File: src/rtl/multicycle_controller.sv
// Multi-cycle RV32I sequencer: steps the shared datapath through fetch/decode/execute/memory/writeback
// and owns the memory handshake, with a bus-timeout watchdog and sticky trap.
module multicycle_controller #(
  parameter int MEM_TIMEOUT = 16
) (
  input  logic       clk,
  input  logic       rst_n,
  input  logic [6:0] op,
  input  logic [2:0] fun3,
  input  logic [6:0] fun7,
  input  logic       zero,
  input  logic       mem_ready,
  output logic       mem_req,
  output logic       MemWrite,
  output logic       RegWrite,
  output logic       IRWrite,
  output logic       PCWrite,
  output logic       AdrSrc,
  output logic [1:0] ResultSrc,
  output logic [1:0] ALUSrcA,
  output logic [1:0] ALUSrcB,
  output logic [3:0] ALUSel,
  output logic [2:0] ImmSel,
  output logic       trap,
  output logic [1:0] trap_cause
);

  localparam int CW = $clog2(MEM_TIMEOUT);
  localparam logic [CW-1:0] WAIT_LAST = CW'(MEM_TIMEOUT - 1);

  localparam logic [3:0] ALU_ADD  = 4'b0000;
  localparam logic [3:0] ALU_SUB  = 4'b1000;
  localparam logic [3:0] ALU_SLL  = 4'b0001;
  localparam logic [3:0] ALU_SLT  = 4'b0010;
  localparam logic [3:0] ALU_SLTU = 4'b0011;
  localparam logic [3:0] ALU_XOR  = 4'b0100;
  localparam logic [3:0] ALU_SRA  = 4'b0101;
  localparam logic [3:0] ALU_OR   = 4'b0110;
  localparam logic [3:0] ALU_AND  = 4'b0111;
  localparam logic [3:0] ALU_SRL  = 4'b1101;

  localparam logic [2:0] IMM_I = 3'b000;
  localparam logic [2:0] IMM_S = 3'b001;
  localparam logic [2:0] IMM_B = 3'b010;
  localparam logic [2:0] IMM_U = 3'b011;
  localparam logic [2:0] IMM_J = 3'b100;

  typedef enum logic [3:0] {
    S_FETCH, S_DECODE, S_EXEC_R, S_EXEC_I, S_EXEC_U, S_WB_ALU, S_MEM_ADR,
    S_MEM_RD, S_MEM_WR, S_WB_MEM, S_BRANCH, S_JALR_ADR, S_JUMP, S_TRAP
  } state_t;

  state_t        state_q, state_d;
  logic [CW-1:0] wait_q, wait_d;
  logic [1:0]    cause_q, cause_d;

  always_ff @(posedge clk) begin
    if (!rst_n) begin
      state_q <= S_FETCH;
      wait_q  <= '0;
      cause_q <= 2'b00;
    end else begin
      state_q <= state_d;
      wait_q  <= wait_d;
      cause_q <= cause_d;
    end
  end

  always_comb begin
    state_d    = state_q;
    wait_d     = wait_q;
    cause_d    = cause_q;
    mem_req    = 1'b0;
    MemWrite   = 1'b0;
    RegWrite   = 1'b0;
    IRWrite    = 1'b0;
    PCWrite    = 1'b0;
    AdrSrc     = 1'b0;
    ResultSrc  = 2'b00;
    ALUSrcA    = 2'b00;
    ALUSrcB    = 2'b00;
    ALUSel     = ALU_ADD;
    ImmSel     = IMM_I;
    trap       = 1'b0;
    trap_cause = cause_q;

    case (state_q)
      S_FETCH: begin
        mem_req   = 1'b1;
        ALUSrcB   = 2'b10;
        ResultSrc = 2'b10;
        if (mem_ready) begin
          IRWrite = 1'b1;
          PCWrite = 1'b1;
          state_d = S_DECODE;
        end
      end
      S_DECODE: begin
        ALUSrcA = 2'b01;
        ALUSrcB = 2'b01;
        ImmSel  = (op == 7'b1101111) ? IMM_J : IMM_B;
        case (op)
          7'b0000011, 7'b0100011: state_d = S_MEM_ADR;
          7'b0110011:             state_d = S_EXEC_R;
          7'b0010011:             state_d = S_EXEC_I;
          7'b1100011:             state_d = S_BRANCH;
          7'b1101111:             state_d = S_JUMP;
          7'b1100111:             state_d = S_JALR_ADR;
          7'b0110111, 7'b0010111: state_d = S_EXEC_U;
          default: begin
            state_d = S_TRAP;
            cause_d = 2'b01;
          end
        endcase
      end
      S_EXEC_R: begin
        ALUSrcA = 2'b10;
        state_d = S_WB_ALU;
        case (fun3)
          3'b000:  ALUSel = (fun7 == 7'h20) ? ALU_SUB : ALU_ADD;
          3'b001:  ALUSel = ALU_SLL;
          3'b010:  ALUSel = ALU_SLT;
          3'b011:  ALUSel = ALU_SLTU;
          3'b100:  ALUSel = ALU_XOR;
          3'b101:  ALUSel = (fun7 == 7'h20) ? ALU_SRA : ALU_SRL;
          3'b110:  ALUSel = ALU_OR;
          default: ALUSel = ALU_AND;
        endcase
        // Only 0x20 is a legal modifier, and only on ADD/SRL.
        if ((fun7 != 7'h00 && fun7 != 7'h20) ||
            (fun7 == 7'h20 && fun3 != 3'b000 && fun3 != 3'b101)) begin
          state_d = S_TRAP;
          cause_d = 2'b01;
        end
      end
      S_EXEC_I: begin
        ALUSrcA = 2'b10;
        ALUSrcB = 2'b01;
        ImmSel  = IMM_I;
        state_d = S_WB_ALU;
        case (fun3)
          3'b000:  ALUSel = ALU_ADD;
          3'b001:  ALUSel = ALU_SLL;
          3'b010:  ALUSel = ALU_SLT;
          3'b011:  ALUSel = ALU_SLTU;
          3'b100:  ALUSel = ALU_XOR;
          3'b101:  ALUSel = (fun7 == 7'h20) ? ALU_SRA : ALU_SRL;
          3'b110:  ALUSel = ALU_OR;
          default: ALUSel = ALU_AND;
        endcase
        if ((fun3 == 3'b001 && fun7 != 7'h00) ||
            (fun3 == 3'b101 && fun7 != 7'h00 && fun7 != 7'h20)) begin
          state_d = S_TRAP;
          cause_d = 2'b01;
        end
      end
      S_EXEC_U: begin
        ALUSrcA = op[5] ? 2'b11 : 2'b01;
        ALUSrcB = 2'b01;
        ImmSel  = IMM_U;
        state_d = S_WB_ALU;
      end
      S_WB_ALU: begin
        RegWrite = 1'b1;
        state_d  = S_FETCH;
      end
      S_MEM_ADR: begin
        ALUSrcA = 2'b10;
        ALUSrcB = 2'b01;
        ImmSel  = op[5] ? IMM_S : IMM_I;
        state_d = op[5] ? S_MEM_WR : S_MEM_RD;
      end
      S_MEM_RD: begin
        mem_req = 1'b1;
        AdrSrc  = 1'b1;
        if (mem_ready) state_d = S_WB_MEM;
      end
      S_MEM_WR: begin
        mem_req  = 1'b1;
        MemWrite = 1'b1;
        AdrSrc   = 1'b1;
        if (mem_ready) state_d = S_FETCH;
      end
      S_WB_MEM: begin
        RegWrite  = 1'b1;
        ResultSrc = 2'b01;
        state_d   = S_FETCH;
      end
      S_BRANCH: begin
        ALUSrcA = 2'b10;
        state_d = S_FETCH;
        case (fun3)
          3'b000: begin ALUSel = ALU_SUB;  PCWrite = zero;  end
          3'b001: begin ALUSel = ALU_SUB;  PCWrite = !zero; end
          3'b100: begin ALUSel = ALU_SLT;  PCWrite = !zero; end
          3'b101: begin ALUSel = ALU_SLT;  PCWrite = zero;  end
          3'b110: begin ALUSel = ALU_SLTU; PCWrite = !zero; end
          3'b111: begin ALUSel = ALU_SLTU; PCWrite = zero;  end
          default: begin
            state_d = S_TRAP;
            cause_d = 2'b01;
          end
        endcase
      end
      S_JALR_ADR: begin
        ALUSrcA = 2'b10;
        ALUSrcB = 2'b01;
        state_d = S_JUMP;
      end
      S_JUMP: begin
        PCWrite = 1'b1;
        ALUSrcA = 2'b01;
        ALUSrcB = 2'b10;
        state_d = S_WB_ALU;
      end
      default: trap = 1'b1;
    endcase

    // Watchdog on the memory handshake; a same-cycle mem_ready has already advanced state_d.
    if ((state_q == S_FETCH || state_q == S_MEM_RD || state_q == S_MEM_WR) && !mem_ready) begin
      if (wait_q == WAIT_LAST) begin
        state_d = S_TRAP;
        cause_d = 2'b10;
      end else begin
        wait_d = wait_q + CW'(1);
      end
    end
    if (state_d != state_q) wait_d = '0;

    if (!rst_n) begin
      mem_req    = 1'b0;
      MemWrite   = 1'b0;
      RegWrite   = 1'b0;
      IRWrite    = 1'b0;
      PCWrite    = 1'b0;
      AdrSrc     = 1'b0;
      ResultSrc  = 2'b00;
      ALUSrcA    = 2'b00;
      ALUSrcB    = 2'b00;
      ALUSel     = ALU_ADD;
      ImmSel     = IMM_I;
      trap       = 1'b0;
      trap_cause = 2'b00;
    end
  end

endmodule

File: config.mk
export PLATFORM = sky130hd
export DESIGN_NAME = multicycle_controller
export DESIGN_NICKNAME = d
export VERILOG_FILES = /design/src/rtl/multicycle_controller.sv
export SDC_FILE = /design/constraint.sdc
export NUM_CORES = 1
export LEC_CHECK = 0
export ABC_AREA = 1
export BUFFER_PORTS_ARGS = -buffer_cell sky130_fd_sc_hd__buf_2
export CAP_MARGIN = 10
export CORE_AREA = 2 2 47 93
export CTS_CLUSTER_DIAMETER = 150
export DETAILED_ROUTE_END_ITERATION = 7
export DIE_AREA = 0 0 49 95
export PLACE_DENSITY = 0.63
export RECOVER_POWER = 25
export SLEW_MARGIN = 10
export SYNTH_ARGS = -nofsm -noshare
export SYNTH_HDL_FRONTEND = slang
export SYNTH_SLANG_ARGS = --single-unit
File: constraint.sdc
create_clock -name clk -period 1.77 [get_ports clk]
set_input_delay 0.2655 -clock clk [delete_from_list [all_inputs] [get_ports clk]]
set_output_delay 0.2655 -clock clk [all_outputs]
set_load 0.05 [all_outputs]
-- Word-level counts from Yosys, hierarchy flattened
Index checks and enable logic that the tools add are counted.
- logic and storage cells: 129
- memories kept: 0
- latch bits: 0
- input bits: 21
- output and inout bits: 22
- flip-flop bits (word level): 10
- bits in writable memories: 0
- ROM bits: 0
- add/sub/neg operators: 1
- bitwise operators: 2
- $lt $le $gt $ge: 0
- multiply operators: 0
- shift operators: 0
- eq/ne operators: 33
- divide/modulo/power cells: 0
- reductions and logical operators: 37
- muxes and demuxes: 53
- operators by type and width (cell ; count):
    $pmux 4 s7 ; 3
    $mux 4 ; 12
    $pmux 4 s11 ; 1
    $eq 7x6->1 const B ; 4
    $eq 4x4->1 const B ; 6
    $pmux 4 s3 ; 2
    $mux 2 ; 11
    $reduce_or 2->1 ; 11
    $eq 7x7->1 const B ; 3
    $eq 4x3->1 const B ; 4
    $mux 1 ; 15
    $eq 7x5->1 const B ; 2
    $reduce_or 13->1 ; 1
    $eq 3x3->1 const B ; 4
    $reduce_or 5->1 ; 2
    $pmux 3 s3 ; 1
    $reduce_or 3->1 ; 3
    $reduce_or 9->1 ; 1
    $eq 4x2->1 const B ; 2
    $pmux 2 s2 ; 2
    $pmux 2 s4 ; 1
    $eq 7x2->1 const B ; 1
    $logic_and 1x1->1 ; 7
    $ne 7x6->1 const B ; 1
    19 further kinds ; 26

-- Depth between registers and ports, before layout
- depth in word-level cells: 10
- depth in mapped cells: 14

-- Least setup slack after synthesis
OpenSTA, ideal clock, no wires.
- path kind: register to output
- from: register state_q[1]
- to: output RegWrite
- data arrival time: 1.803 ns
- stages on the path, launching flop included: 5
- data required time: 1.505 ns
- slack: -0.298 ns
- path buffers: 1
- cells stage by stage: dfxtp_1 > buf_6 > inv_1 > nand2_1 > a211oi_1
- cells in the longest elaborated chain, start to end: 4
- elaborated cells between the ends (all ways): 5
- classes of those cells: 2 x eq/ne; 2 x mux; 1 x reduce/logical
- ends and longest elaborated chain (element ; line ; RTL):
    start: declaration ; 53 ; state_t state_q, state_d;
    start signal: assignment ; 63 ; state_q <= state_d;
    $eq 4x4->1 or $eq 4x3->1 (tied branches) ; 87 ; case (state_q)
    $reduce_or 2->1 (no source line) (*) ; - ;
    $mux 1 (*) ; 87 ;
    $mux 1 (*) ; 230 ; if (!rst_n) begin
    end: declaration ; 15 ; output logic RegWrite,
Mark *: on every way between the ends. The rest lies on a longest branch, timed or not.

-- Final worst setup path
- from: register state_q[0]
- to: output PCWrite
- cells in the longest elaborated chain, start to end: 3
- elaborated cells between the ends (all ways): 5
- classes of those cells: 2 x eq/ne; 2 x mux; 1 x reduce/logical
- ends and longest elaborated chain (element ; line ; RTL):
    $eq 4x4->1 or $logic_not 4->1 (tied branches) ; 87 ;
    $pmux 1 s3 (*) ; 87 ;
    $mux 1 (*) ; 230 ;
    end: declaration ; 17 ; output logic PCWrite,
Marked as above.

==> results.py <==
metrics = {
    "status": {
        "status": "finished with violations",
        "violations": "setup timing",
    },
    "finish": {
        "drive_gt1_frac": 0.4515,
        "n_fill_cell": 422,
        "layout_commonest_cell": "nand2_1",
        "n_antenna_cell": 0,
        "area_growth_pct": 53.81,
        "layout_common_cells": "nand2_1 (45), nor2_1 (31), buf_4 (30), inv_1 (29), buf_2 (24)",
        "nets": 322,
        "final_cells": 351,
        "register_area_um2": 212.7,
        "multiInputGateArea_um2": 1112,
    },
    "power_and_ir_drop": {
        "leakage_nw": 1.078,
        "p_sw_mw": 0.9153,
        "p_comb_frac": 0.654,
        "max-vdd-ir-drop_mv": 0.8444,
        "power.density_nw_per_um2": 881.2,
        "power_mw": 1.825,
        "clockPowerShare": 0.164,
        "pwr-share-seq": 0.181,
        "power.internal_mw": 0.9094,
        "sw_frac_of_total": 0.5016,
    },
    "cts": {
        "root_buffer": "clkbuf_8",
        "htree_levels": 1,
        "clkLatencyLatePin_ps": 250,
        "clkTransAtPathRegs_ps": 60,
        "cts.sinks": 10,
        "cts_buffers": 3,
        "cts_tree": "built",
        "cts_buffer_depth": 2,
    },
    "worst_setup_path": {
        "endpoint_kind": "output pin",
        "regToRegEndpoint": "wait_q[1]",
        "arrival_ps": 1520,
        "endpoint": "PCWrite",
        "cp_max_fo": 8,
        "cp-start-kind": "register",
        "startpoint": "state_q[0]",
        "rr_worst_depth": 12,
        "cp.buffers_inverters": 2,
        "path_class": "register to output pin",
        "path_cells": "inv_1 -> nand2_1 -> nor2_4 -> nand3_1 -> a31oi_2 -> buf_6",
        "rr_startpoint": "state_q[1]",
        "cp_num_cells": 6,
        "ff2ff_setup_slack_ps": 80,
        "slowest_stage": "dfxtp_4",
        "crit_family": "simple AND/OR/NAND/NOR gates",
        "crit_required_ps": 1500,
        "crit_path_max_incr_delay_ps": 400,
    },
    "routing": {
        "drt_iter0_markers": 64,
        "via_per_inst": 4.989,
        "vias": 1751,
        "route.detailed.drc": 0,
        "drtPass1Iterations": 7,
        "routed_wl_um": 4448,
        "wire_per_inst_um": 12.67,
        "antenna_left": 0,
    },
    "grt": {
        "grt_overflow": 0,
        "grt_pass1_vias": 1639,
        "grtUsageTotal": 0.1922,
        "grt_max_degree": 13,
        "grt_pass1_wl_um": 7162,
        "antenna_found_initial": 0,
    },
    "placement": {
        "dp_hpwl_um": 3344,
        "gp_congestion": 0.9661,
        "dp.cells": 333,
        "io_buffer_count": 42,
        "pre_cts_slack_ps": -19.92,
    },
    "logic_synthesis": {
        "synth_area_leaders": "dfxtp_1 (15%), nand2_1 (14%), nor2_1 (10%), nand3_1 (8.9%), inv_1 (8.9%)",
        "syn-cell-area_um2": 1346,
        "synth_top_cell_by_area": "dfxtp_1",
        "synth_nets": 254,
        "synth_top_area_share": 0.1487,
        "postSynthAreaPerCell_um2": 5.803,
        "ys_seq_area_frac": 0.1487,
        "synth.distinct_cells": 30,
        "syn_inst": 232,
        "yosysWarnings": 0,
        "yosys_register_bits": 10,
    },
    "sta": {
        "grt_setup_unrepaired": "yes",
        "fmax_mhz": 560.4,
        "whs_ps": 345.2,
        "period_needed_ps": 1784,
        "fin_ws_ps": -14.47,
        "relSlewSlack": 0.6083,
        "worst_pin_slew_ps": 590.1,
        "slew_violations": 0,
        "finalClockSkew_ps": 7.185,
        "finalHoldViolations": 0,
        "finalSetupViolCount": 2,
        "fin_crit_sh": 1.008,
    },
    "worst_hold_path": {
        "hold_class": "primary input to register",
        "hp-start": "rst_n",
    },
    "floorplanning": {
        "num_rows": 33,
        "initial_core_util": 0.3361,
        "fp.dieW_um": 49,
        "die_area_um2": 4655,
        "core_area_um2": 4005,
        "fp.dieH_um": 95,
        "io_pins": 43,
    },
    "run": {
        "drv_cap": 0,
    },
}
==> worst min-delay path by stage <==
stage	to	cells after the start
global route	state_q[0]	3
CTS	state_q[0]	3
detailed placement	wait_q[3]	3
finish	state_q[0]	3
global placement	wait_q[3]	3
floorplan	wait_q[3]	3
==> worst register-to-register path, cell delays in order, from the launching register on <==
cell and delay (ps):
dfxtp_4 360, buf_8 140, nor2_8 130, nand2_1 120, nand2_1 100, nand3b_4 150, nor2_4 50, buf_4 120
nand4_1 60, nand2_1 70, nor2_2 110, nand3_2 100, nor2_1 100
==> metal layers <==
metal | share of wire | vias to the layer above | global-route usage
met5 | 0 | - | 0
met4 | 0.014 | 0 | 0.08571
met3 | 0.038 | 6 | 0.01741
met2 | 0.56 | 58 | 0.3642
met1 | 0.39 | 801 | 0.2121
li1 | - | 886 | -
==> logic make-up (layout without fill, tap and decap cells) <==
family | after synthesis | count (layout) | share of synthesized area
flip-flops | 10 | 10 | 0.1487
adder cells (fa/ha/maj) | 1 | 1 | 0.009292
buffers and inverters | 42 | 108 | 0.1282
multiplexers | 1 | 1 | 0.008364
AND/OR/NAND/NOR | 145 | 146 | 0.5586
XOR/XNOR | 3 | 3 | 0.01952
AO/OA/AOI/OAI | 30 | 30 | 0.1273
==> Yosys cell counts, drive strengths merged <==
| cell | n |
|---|---|
| inv | 36 |
| buf | 2 |
| nor3 | 4 |
| nor2 | 47 |
| o22ai | 1 |
| nand2 | 57 |
| xnor2 | 2 |
| o211ai | 1 |
| o21ai | 8 |
| clkbuf | 4 |
| mux2 | 1 |
| a31oi | 4 |
| nand3b | 2 |
| a31o | 1 |
| ha | 1 |
| a211oi | 2 |
| xor2 | 1 |
| nand4 | 6 |
| dfxtp | 10 |
| nand3 | 29 |
| a21oi | 13 |
==> flip-flops by register name, indices dropped and copies added (netlist names) <==
register and flops:
wait_q 4, state_q 4, cause_q 2
==> through the flow <==
step	area (um2)	TNS (ps)	util
after global placement	1742	0	0.4349
after floorplan	1406	0	-
final	2071	-17.05	0.5170
after detailed placement	1742	-19.92	0.4349
after global routing	2071	-717.8	0.5170
after CTS	1898	-21.23	0.4739
==> layout make-up <==
cell class,instances,area share
Multi-Input combinational cell,181,0.5372
Timing Repair Buffer,68,0.2356
Sequential cell,10,0.1027
Inverter,36,0.06647
Tap cell,52,0.03142
Clock buffer,4,0.02659
==> power groups by stage <==
stage               clock (mW)  combinational, mW  sequential (mW)
floorplan                    0              0.778            0.293
global placement             0              0.988            0.314
detailed placement           0              0.992            0.316
CTS                      0.309               1.07            0.321
global route             0.319               1.30            0.337
finish                   0.300               1.19            0.331
==> timing repair <==
item | 4_1_cts | 5_1_grt
gates resized for setup | 25 | 37
endpoints found under the setup margin | 20 | 21
cloned | 0 | 1
hold buffers | 0 | 0
pin swaps | 5 | 6
buffers inserted | 5 | 8
No activity file was read; power rests on OpenSTA's default activity.
